===== src/rtl/uart_mem_bridge_pkg.sv =====
// Shared types and constants for the UART-to-memory-bus debug bridge.
package uart_mem_bridge_pkg;

    typedef enum logic [2:0] {
        ST_IDLE = 3'd0,
        ST_ADDR = 3'd1,
        ST_DATA = 3'd2,
        ST_MEM  = 3'd3,
        ST_RESP = 3'd4
    } state_t;

    localparam logic [7:0] CMD_W = 8'h57;
    localparam logic [7:0] CMD_R = 8'h52;
    localparam logic [7:0] CMD_H = 8'h48;
    localparam logic [7:0] CMD_G = 8'h47;

    localparam logic [7:0] ACK_DEFAULT = 8'h06;
    localparam logic [7:0] NAK_DEFAULT = 8'h15;

    localparam int TIMEOUT_DEFAULT = 10_000_000;

endpackage


===== src/rtl/bridge_timeout_counter.sv =====
// Free-running timeout counter: clear has priority, counts while enabled and
// pulses expired for one cycle when it reaches TERMINAL-1 (then restarts at 0).
module bridge_timeout_counter #(
    parameter int TERMINAL = 10_000_000
) (
    input  logic clk,
    input  logic reset,
    input  logic clear,
    input  logic enable,
    output logic expired
);

    localparam int CW = (TERMINAL > 1) ? $clog2(TERMINAL) : 1;
    localparam logic [CW-1:0] LAST = CW'(TERMINAL - 1);

    logic [CW-1:0] count_q;
    logic [CW-1:0] count_d;

    // Next count and terminal-count pulse.
    always_comb begin
        expired = 1'b0;
        count_d = count_q;
        if (clear) begin
            count_d = '0;
        end else if (enable) begin
            if (count_q == LAST) begin
                expired = 1'b1;
                count_d = '0;
            end else begin
                count_d = count_q + CW'(1);
            end
        end
    end

    // Count register.
    always_ff @(posedge clk) begin
        if (reset) begin
            count_q <= '0;
        end else begin
            count_q <= count_d;
        end
    end

endmodule


===== src/rtl/uart_mem_bridge.sv =====
// Host-driven bus initiator: decodes UART command bytes, issues one 32-bit
// memory transaction per command and returns the reply through the UART TX.
module uart_mem_bridge
    import uart_mem_bridge_pkg::*;
#(
    parameter int         TIMEOUT_CYCLES = TIMEOUT_DEFAULT,
    parameter logic [7:0] ACK_BYTE       = ACK_DEFAULT,
    parameter logic [7:0] NAK_BYTE       = NAK_DEFAULT
) (
    input  logic        clk,
    input  logic        reset,
    input  logic [7:0]  rx_data,
    input  logic        rx_ready,
    output logic        rx_read,
    output logic [7:0]  tx_data,
    output logic        tx_write,
    input  logic        tx_ready,
    output logic        mem_valid,
    output logic [31:0] mem_addr,
    output logic [31:0] mem_wdata,
    output logic [3:0]  mem_wstrb,
    input  logic        mem_ready,
    input  logic [31:0] mem_rdata,
    output logic        hold,
    output logic        busy
);

    state_t      state_q, state_d;
    logic [1:0]  byte_cnt_q, byte_cnt_d;
    logic [23:0] addr_sr_q, addr_sr_d;   // first three address bytes
    logic [23:0] data_sr_q, data_sr_d;   // first three data bytes
    logic        is_write_q, is_write_d;
    logic        mem_valid_q, mem_valid_d;
    logic [31:0] mem_addr_q, mem_addr_d;
    logic [31:0] mem_wdata_q, mem_wdata_d;
    logic        hold_q, hold_d;
    logic [31:0] resp_sr_q, resp_sr_d;   // reply bytes, next one in [31:24]
    logic [1:0]  resp_left_q, resp_left_d;
    logic        rx_read_q, rx_read_d;
    logic        rx_guard_q, rx_guard_d;
    logic        tx_write_q, tx_write_d;
    logic        tx_guard_q, tx_guard_d;
    logic [7:0]  tx_data_q, tx_data_d;

    logic in_rx_state;
    logic in_cmd_body;
    logic take;
    logic timeout_expired;

    // A byte is accepted only in a receive state, never during the rx_read
    // pulse itself nor on the guard cycle while the receiver drops rx_ready.
    assign in_cmd_body = (state_q == ST_ADDR) || (state_q == ST_DATA);
    assign in_rx_state = (state_q == ST_IDLE) || in_cmd_body;
    assign take        = in_rx_state && rx_ready && !rx_read_q && !rx_guard_q;

    bridge_timeout_counter #(
        .TERMINAL (TIMEOUT_CYCLES)
    ) u_timeout (
        .clk     (clk),
        .reset   (reset),
        .clear   (take || !in_cmd_body),
        .enable  (in_cmd_body),
        .expired (timeout_expired)
    );

    // Command FSM: next state, shift registers and bus/UART handshakes.
    always_comb begin
        state_d     = state_q;
        byte_cnt_d  = byte_cnt_q;
        addr_sr_d   = addr_sr_q;
        data_sr_d   = data_sr_q;
        is_write_d  = is_write_q;
        mem_valid_d = mem_valid_q;
        mem_addr_d  = mem_addr_q;
        mem_wdata_d = mem_wdata_q;
        hold_d      = hold_q;
        resp_sr_d   = resp_sr_q;
        resp_left_d = resp_left_q;
        rx_read_d   = take;
        rx_guard_d  = rx_read_q;
        tx_write_d  = 1'b0;
        tx_guard_d  = tx_write_q;
        tx_data_d   = tx_data_q;

        case (state_q)
            ST_IDLE: begin
                if (take) begin
                    resp_sr_d   = {ACK_BYTE, 24'h0};
                    resp_left_d = 2'd0;
                    case (rx_data)
                        CMD_W: begin
                            is_write_d = 1'b1;
                            state_d    = ST_ADDR;
                        end
                        CMD_R: begin
                            is_write_d = 1'b0;
                            state_d    = ST_ADDR;
                        end
                        CMD_H: begin
                            hold_d  = 1'b1;
                            state_d = ST_RESP;
                        end
                        CMD_G: begin
                            hold_d  = 1'b0;
                            state_d = ST_RESP;
                        end
                        default: begin
                            resp_sr_d = {NAK_BYTE, 24'h0};
                            state_d   = ST_RESP;
                        end
                    endcase
                end
            end
            ST_ADDR: begin
                if (take) begin
                    byte_cnt_d = byte_cnt_q + 2'd1;
                    addr_sr_d  = {addr_sr_q[15:0], rx_data};
                    if (byte_cnt_q == 2'd3) begin
                        mem_addr_d = {addr_sr_q, rx_data[7:2], 2'b00};
                        if (is_write_q) begin
                            state_d = ST_DATA;
                        end else begin
                            state_d     = ST_MEM;
                            mem_valid_d = 1'b1;
                        end
                    end
                end else if (timeout_expired) begin
                    state_d    = ST_IDLE;
                    byte_cnt_d = 2'd0;
                end
            end
            ST_DATA: begin
                if (take) begin
                    byte_cnt_d = byte_cnt_q + 2'd1;
                    data_sr_d  = {data_sr_q[15:0], rx_data};
                    if (byte_cnt_q == 2'd3) begin
                        mem_wdata_d = {data_sr_q, rx_data};
                        state_d     = ST_MEM;
                        mem_valid_d = 1'b1;
                    end
                end else if (timeout_expired) begin
                    state_d    = ST_IDLE;
                    byte_cnt_d = 2'd0;
                end
            end
            ST_MEM: begin
                if (mem_ready) begin
                    mem_valid_d = 1'b0;
                    state_d     = ST_RESP;
                    if (is_write_q) begin
                        resp_sr_d   = {ACK_BYTE, 24'h0};
                        resp_left_d = 2'd0;
                    end else begin
                        resp_sr_d   = mem_rdata;
                        resp_left_d = 2'd3;
                    end
                end
            end
            ST_RESP: begin
                if (tx_ready && !tx_write_q && !tx_guard_q) begin
                    tx_write_d  = 1'b1;
                    tx_data_d   = resp_sr_q[31:24];
                    resp_sr_d   = {resp_sr_q[23:0], 8'h00};
                    resp_left_d = resp_left_q - 2'd1;
                    if (resp_left_q == 2'd0) begin
                        state_d = ST_IDLE;
                    end
                end
            end
            default: begin
                state_d = ST_IDLE;
            end
        endcase
    end

    // State and datapath registers.
    always_ff @(posedge clk) begin
        if (reset) begin
            state_q     <= ST_IDLE;
            byte_cnt_q  <= 2'd0;
            addr_sr_q   <= 24'h0;
            data_sr_q   <= 24'h0;
            is_write_q  <= 1'b0;
            mem_valid_q <= 1'b0;
            mem_addr_q  <= 32'h0;
            mem_wdata_q <= 32'h0;
            hold_q      <= 1'b0;
            resp_sr_q   <= 32'h0;
            resp_left_q <= 2'd0;
            rx_read_q   <= 1'b0;
            rx_guard_q  <= 1'b0;
            tx_write_q  <= 1'b0;
            tx_guard_q  <= 1'b0;
            tx_data_q   <= 8'h0;
        end else begin
            state_q     <= state_d;
            byte_cnt_q  <= byte_cnt_d;
            addr_sr_q   <= addr_sr_d;
            data_sr_q   <= data_sr_d;
            is_write_q  <= is_write_d;
            mem_valid_q <= mem_valid_d;
            mem_addr_q  <= mem_addr_d;
            mem_wdata_q <= mem_wdata_d;
            hold_q      <= hold_d;
            resp_sr_q   <= resp_sr_d;
            resp_left_q <= resp_left_d;
            rx_read_q   <= rx_read_d;
            rx_guard_q  <= rx_guard_d;
            tx_write_q  <= tx_write_d;
            tx_guard_q  <= tx_guard_d;
            tx_data_q   <= tx_data_d;
        end
    end

    assign rx_read   = rx_read_q;
    assign tx_data   = tx_data_q;
    assign tx_write  = tx_write_q;
    assign mem_valid = mem_valid_q;
    assign mem_addr  = mem_addr_q;
    assign mem_wdata = mem_wdata_q;
    assign mem_wstrb = (mem_valid_q && is_write_q) ? 4'hF : 4'h0;
    assign hold      = hold_q;
    assign busy      = (state_q != ST_IDLE);

endmodule


===== config.mk =====
export PLATFORM = sky130hd
export DESIGN_NAME = uart_mem_bridge
export DESIGN_NICKNAME = d
export VERILOG_FILES = /design/src/rtl/uart_mem_bridge_pkg.sv /design/src/rtl/bridge_timeout_counter.sv /design/src/rtl/uart_mem_bridge.sv
export SDC_FILE = /design/constraint.sdc
export NUM_CORES = 1
export LEC_CHECK = 0
export ABC_AREA = 1
export ABC_CLOCK_PERIOD_IN_PS = 1600
export CAP_MARGIN = 15
export CORE_MARGIN = 4
export CORE_UTILIZATION = 30
export DETAILED_ROUTE_END_ITERATION = 10
export HOLD_SLACK_MARGIN = 0.02
export PLACE_DENSITY = 0.56
export SYNTH_ARGS = -nofsm -noshare
export SYNTH_HDL_FRONTEND = slang
export SYNTH_SLANG_ARGS = --single-unit

===== constraint.sdc =====
create_clock -name clk -period 1.6 [get_ports clk]
set_input_delay 0.32 -clock clk [delete_from_list [all_inputs] [get_ports clk]]
set_output_delay 0.32 -clock clk [all_outputs]
set_load 0.005 [all_outputs]

==> results of run 1 <==
[layout make-up]
cell class                 count  area, µm²  share of cell area (%)
sequential                   188       3809                   34.28
timing repair buffer         234       2223                   20.01
multi-input combinational    669       3727                   33.54
clock inverter                15      202.7                   1.824
inverter                      77      311.5                   2.804
tap                          330      412.9                   3.716
clock buffer                  17      425.4                   3.828
[cells by family (layout without fill, tap and decap cells)]
group	count (synthesis)	after routing	synth area share [%]
compound gates	254	254	18.21
fa+ha+maj	3	3	0.4931
flops	188	188	49.43
simple gates	404	404	23.60
buf+inv	132	343	7.526
other cells	1	2	0.04925
xor+xnor	6	6	0.6902
[metrics by stage]
step | setup WS, ns | TNS (ns) | hold WS (ns) | cell area (µm²) | util [%]
global placement | -0.3332 | -36.52 | 0.4335 | 9658 | 38.46
CTS | 0.0002836 | 0 | 0.2699 | 10360 | 41.26
global route | -0.1219 | -4.557 | 0.3020 | 11110 | 44.25
detailed placement | -0.3662 | -37.81 | 0.4429 | 9658 | 38.46
finish | -0.04314 | -0.4418 | 0.2984 | 11110 | 44.25
floorplan | 0.007438 | 0 | 0.4329 | 7617 | -
[sequential cells by signal, summed over array words and instances (netlist names)]
name               flops
mem_wdata             32
resp_sr_q             32
mem_addr              30
addr_sr_q             24
data_sr_q             24
u_timeout.count_q     24
tx_data                8
state_q                3
byte_cnt_q             2
resp_left_q            2
hold                   1
is_write_q             1
mem_valid              1
rx_guard_q             1
rx_read                1
tx_guard_q             1
tx_write               1
[placed cells by master (no fill, tap or decap), drive strengths merged]
cell type / instances
a221oi: 1
inv: 81
xor2: 5
o21bai: 1
conb: 2
bufinv: 3
nand4: 11
a31oi: 22
nor2: 184
a22o: 2
a21o: 1
o211ai: 1
xnor2: 1
nor3b: 3
clkinvlp: 1
clkdlybuf4s50: 44
nand3b: 2
or2: 1
o22ai: 1
nor3: 11
nand2: 155
nor4: 4
buf: 106
dfxtp: 188
clkinv: 7
ha: 3
dlygate4sd2: 69
nand3: 33
a211oi: 24
o21ai: 118
o221ai: 1
clkbuf: 24
dlymetal6s2s: 8
a21oi: 82
[power breakdown]
| group | internal [mW] | total, mW | switching (mW) |
|---|---|---|---|
| sequential | 4.86 | 4.97 | 0.113 |
| clock | 2.52 | 4.51 | 1.99 |
| combinational | 0.594 | 1.28 | 0.689 |
| total | 7.97 | 10.8 | 2.79 |
[final timing paths]
kind	to	slack [ns]	cells past startpoint
max	mem_addr[7]	-0.04	10
min	mem_valid	0.30	4
max reg2reg	mem_addr[7]	-0.04	10
min reg2reg	tx_guard_q	0.45	2
[timing repair]
item / 4_1_cts / 5_1_grt
gates resized for setup: 118 / 147
pin swaps: 14 / 32
cloned: 0 / 7
endpoints found under the setup margin: 110 / 145
hold buffers: 0 / 0
buffers inserted: 7 / 17
[routing by layer]
layer | vias up | GRT usage [%]
li1 | 3691 | -
met1 | 3278 | 19.70
met2 | 117 | 24.01
met3 | 13 | 2.951
met4 | 0 | 3.811
met5 | - | 0
[tightest hold or removal path: stages]
cell     delay [ns]
buf_2          0.11
inv_2          0.10
o21ai_0        0.10
nor2_1         0.05
==> flow_summary_export.csv, run 1 <==
group,metric,value,unit
sta,final-max-slew-violation-count,0,
sta,setup_violations,21,
sta,period_needed,1.643,ns
yosys,yosys-top-cells-area,"dfxtp_1 49%, nor2_1 8.4%, nand2_1 7.2%",
critical_path,critPathKind,"flop to flop",
clock_network,htree_levels,4,
place,port_buffers,123,
layout,instances_no_fill,1530,
routing,antenna_left,0,
run,maxCapViolations,0,
routing,drt_iter0_markers,410,
clock_network,cts_tree,"built",
yosys,netlist.area_leader.share,49.43,%
place,place_congestion,0.8557,
yosys,async_flop_share,0,%
yosys,yosysTopAreaCell,"dfxtp_1",
routing,dr.pass1.iters,5,
floorplan,num_io_pins,126,
clock_network,clock_latency,0.43,ns
routing,remaining_drc_errors,0,
routing,num_vias,7099,
sta,rsz0062_at_grt,"yes",
sta,finalCritPeriodShare,102.7,%
place,dp_hpwl,14.76,mm
sta,layout_setup_ws,-0.04314,ns
global_route,grt_max_degree,59,
floorplan,initial_core_util,30.32,%
clock_network,clockBufferDepth,2,
clock_network,cts_sinks,188,
critical_path,startpoint_type,"flop",
critical_path,crit_required,1.95,ns
yosys,syn_avg_cell_area,7.706,µm²
pwr,vdd_drop_max,0.7042,mV
global_route,overflow,0,
floorplan,fp.coreArea,25110,µm²
critical_path,crit_path_max_fanout,15,
sta,skew,0.01375,ns
critical_path,critical-path-slowest-cell,"dfxtp_4",
outcome,violations,"setup timing",
critical_path,startpoint,"state_q[2]",
critical_path,crit_buf_inv,5,
yosys,synth_edf_count,0,
sta,hold_violations,0,
critical_path,worstPathArrival,1.99,ns
routing,drt_wl_total,21.83,mm
sta,slew-limit-headroom,49.58,%
layout,areaGrowthSynthToFinish,45.95,%
yosys,synthDistinctLibCells,44,
pwr,total_power,10.77,mW
routing,vias_per_cell,4.640,
critical_path,cp-end-kind,"flop",
worst_hold_path,hp-start,"reset",
clock_network,clockRootBuffer,"clkbuf_16",
global_route,antenna_found_initial,0,
yosys,synth_ff_type,"dfxtp_1",
layout,fin_nets,1235,
worst_hold_path,hold_path_class,"input port to flop",
layout,fill_cells,2541,
clock_network,cts_buffers,17,
global_route,grt_pass1_vias,6563,
pwr,power_density,968.9,nW/µm²
floorplan,rows,58,
global_route,grt_usage,14.61,%
routing,route.met2.wl,10.52,mm
global_route,grt_pass1_wl,33.72,mm
floorplan,die_w,167.3,µm
yosys,synthTopCellsByCount,"188 x dfxtp_1, 171 x nor2_1, 146 x nand2_1",
layout,drive_above_1_share,25.42,%
yosys,yosys_warnings,0,
critical_path,rr_startpoint,"state_q[2]",
clock_network,path_clk_slew,0.07,ns
critical_path,path_delay_family,"buffers and inverters",
floorplan,die_h,167.3,µm
yosys,syn_area,7614,µm²
layout,antenna_cells,0,
yosys,postSynthCellCount,988,
floorplan,die_area,27990,µm²
outcome,outcome,"finished, violations left",
pwr,cellLeakagePower,4.736,nW
place,dp.cells,1467,
routing,dr_wl_met3,786,µm
critical_path,crit_chain,"inv_4, nand3_4, buf_6, nor2_4, inv_4, nor2_4, buf_4, clkbuf_16, nor2_1, a211oi_1",
routing,top_layer_used,"met4",
yosys,yosysMostFrequentCell,"dfxtp_1",
routing,wl_met1,10.34,mm
yosys,synth.ff_latch_count,188,
routing,wl_per_cell,14.27,µm
yosys,synth_seq_area_share,49.43,%
sta,fmax,608.6,MHz
sta,max_slew.worst_pin.slew,0.7563,ns
critical_path,slowest_delay,0.37,ns
Power figures use the tool's default switching activity.
==> inputs of run 2 (changes only) <==
--- a/config.mk
+++ b/config.mk
@@ -12,7 +12,7 @@
 export CORE_UTILIZATION = 30
 export DETAILED_ROUTE_END_ITERATION = 10
 export HOLD_SLACK_MARGIN = 0.02
-export PLACE_DENSITY = 0.56
+export PLACE_DENSITY = 0.59
 export SYNTH_ARGS = -nofsm -noshare
 export SYNTH_HDL_FRONTEND = slang
 export SYNTH_SLANG_ARGS = --single-unit
==> run 2 against run 1 <==
The run now ends clean. Total power shrank 2.2%. Register-to-register slack gained 0.05 ns. Hold slack got worse by 0.15 ns. Combinational power increased by 11%. Non-clock buffer count is 2 lower. Sequential power about the same. Sequential share of layout area is essentially flat. First-iteration DRC count decreased by 2.4%. Die area is the same. Wire length is 1.3% higher. Flip-flop and latch count did not move. Critical path depth rose by 1. Critical endpoint is now mem_wdata[11]. Highest routed layer unchanged.
==> flow_summary_export.csv, run 2 (synthesis results as in run 1) <==
group,metric,value,unit
outcome,outcome,"finished, final reports clean",
place,place_ws,-0.3332,ns
sta,setup_violations,0,
sta,hold_violations,0,
routing,num_vias,7168,
run,maxCapViolations,0,
critical_path,cp-end-kind,"flop",
routing,antenna_left,0,
global_route,overflow,0,
global_route,grt_usage,14.81,%
critical_path,crit_path_max_fanout,14,
sta,layout_setup_ws,0.002249,ns
clock_network,path_clk_slew,0.07,ns
layout,fill_cells,2544,
layout,multi_input_area,3649,µm²
global_route,grt_pass1_wl,34.51,mm
global_route,grt_max_degree,54,
critical_path,cp_common_cell,"nor2_4",
critical_path,critical-path-slowest-cell,"dfxtp_2",
pwr,power_density,946.7,nW/µm²
critical_path,crit_chain,"buf_6, nor2_4, nand2_4, buf_6, nor2_4, inv_2, nor2_4, buf_4, clkbuf_16, o21ai_0, nor2_1",
sta,skew,0.01242,ns
sta,period_needed,1.598,ns
routing,wl_per_cell,14.46,µm
floorplan,rows,58,
critical_path,crit_required,1.97,ns
clock_network,cts_buffers,17,
layout,areaGrowthSynthToFinish,46.05,%
pwr,cellLeakagePower,4.800,nW
layout,final_util,44.28,%
pwr,vdd_drop_max,0.4926,mV
floorplan,die_area,27990,µm²
sta,fmax,625.9,MHz
clock_network,cts_sinks,188,
critical_path,worstPathArrival,1.96,ns
worst_hold_path,hold_path_class,"input port to flop",
sta,final-max-slew-violation-count,0,
routing,drt_iter0_markers,400,
critical_path,startpoint_type,"flop",
sta,rsz0062_at_grt,"yes",
floorplan,die_h,167.3,µm
critical_path,slowest_delay,0.34,ns
routing,vias_per_cell,4.688,
layout,layout_common_cells,"152 x dfxtp_1, 145 x nor2_1, 141 x nand2_1",
global_route,grt_pass1_vias,6810,
place,port_buffers,123,
floorplan,die_w,167.3,µm
layout,regArea,3816,µm²
clock_network,clock_latency,0.43,ns
layout,antenna_cells,0,
place,dp_hpwl,14.88,mm
layout,drive_above_1_share,25.77,%
layout,fin_nets,1234,
routing,drt_wl_total,22.11,mm
pwr,total_power,10.53,mW
clock_network,clockRootBuffer,"clkbuf_16",
clock_network,cts_tree,"built",
clock_network,clockBufferDepth,2,
routing,remaining_drc_errors,0,
floorplan,fp.coreArea,25110,µm²
layout,final_common_cell,"dfxtp_1",
global_route,antenna_found_initial,0,
floorplan,num_io_pins,126,
place,place_congestion,0.8266,
floorplan,initial_core_util,30.32,%
critical_path,critPathKind,"flop to flop",
clock_network,htree_levels,4,
routing,dr.pass1.iters,4,
sta,finalCritPeriodShare,99.86,%
[run 2: power breakdown]
group / switching, mW / internal [mW] / total [mW]
Clock: 2.04 / 2.10 / 4.14
Combinational: 0.724 / 0.697 / 1.42
Sequential: 0.105 / 4.86 / 4.96
[run 2: worst paths after layout]
path / start / end / slack [ns] / cells past startpoint
max: state_q[2] / mem_wdata[11] / 0.002 / 11
min reg2reg: mem_addr[18] / mem_addr[18] / 0.46 / 2
min: reset / mem_addr[12] / 0.15 / 2
max reg2reg: state_q[2] / mem_wdata[11] / 0.002 / 11
[run 2: through the flow]
step | instance area [µm²] | instances | hold WS [ns] | TNS [ns]
3_3_place_gp | 9673 | 1464 | 0.4433 | -34.74
6_report | 11120 | 1529 | 0.1489 | 0
4_1_cts | 10350 | 1503 | 0.1264 | -0.05290
3_5_place_dp | 9673 | 1464 | 0.4511 | -38.18
2_1_floorplan | 7617 | 989 | 0.4329 | 0
5_1_grt | 11120 | 1529 | 0.1500 | -4.732
[run 2: layout make-up]
class                      count  share of cell area, %
multi-input combinational    669                  32.81
clock inverter                14                  1.148
timing repair inverter         1                0.03376
tap                          330                  3.713
timing repair buffer         232                  21.28
clock buffer                  18                  3.950
inverter                      77                  2.746
sequential                   188                  34.32
[run 2: critical path, delay by kind of cell, from the launching register on]
family,cells,cell delay [ns]
AO/OA/AOI/OAI,1,0.07
buffers and inverters,5,0.62
flip-flops,1,0.34
AND/OR/NAND/NOR,5,0.52
[run 2: repair_timing]
item                       CTS  global route
setup endpoints to repair   90           139
hold buffers                 0             0
cloned                       0            12
gates resized for setup    122           154
buffers inserted             7            14
pin swaps                   15            29
[run 2: layer usage]
layer  global-route usage (%)  share of wire, %
met1                    20.15                48
met2                    24.35                47
met3                    2.951               3.6
met5                        0                 0
met4                    3.493               1.1
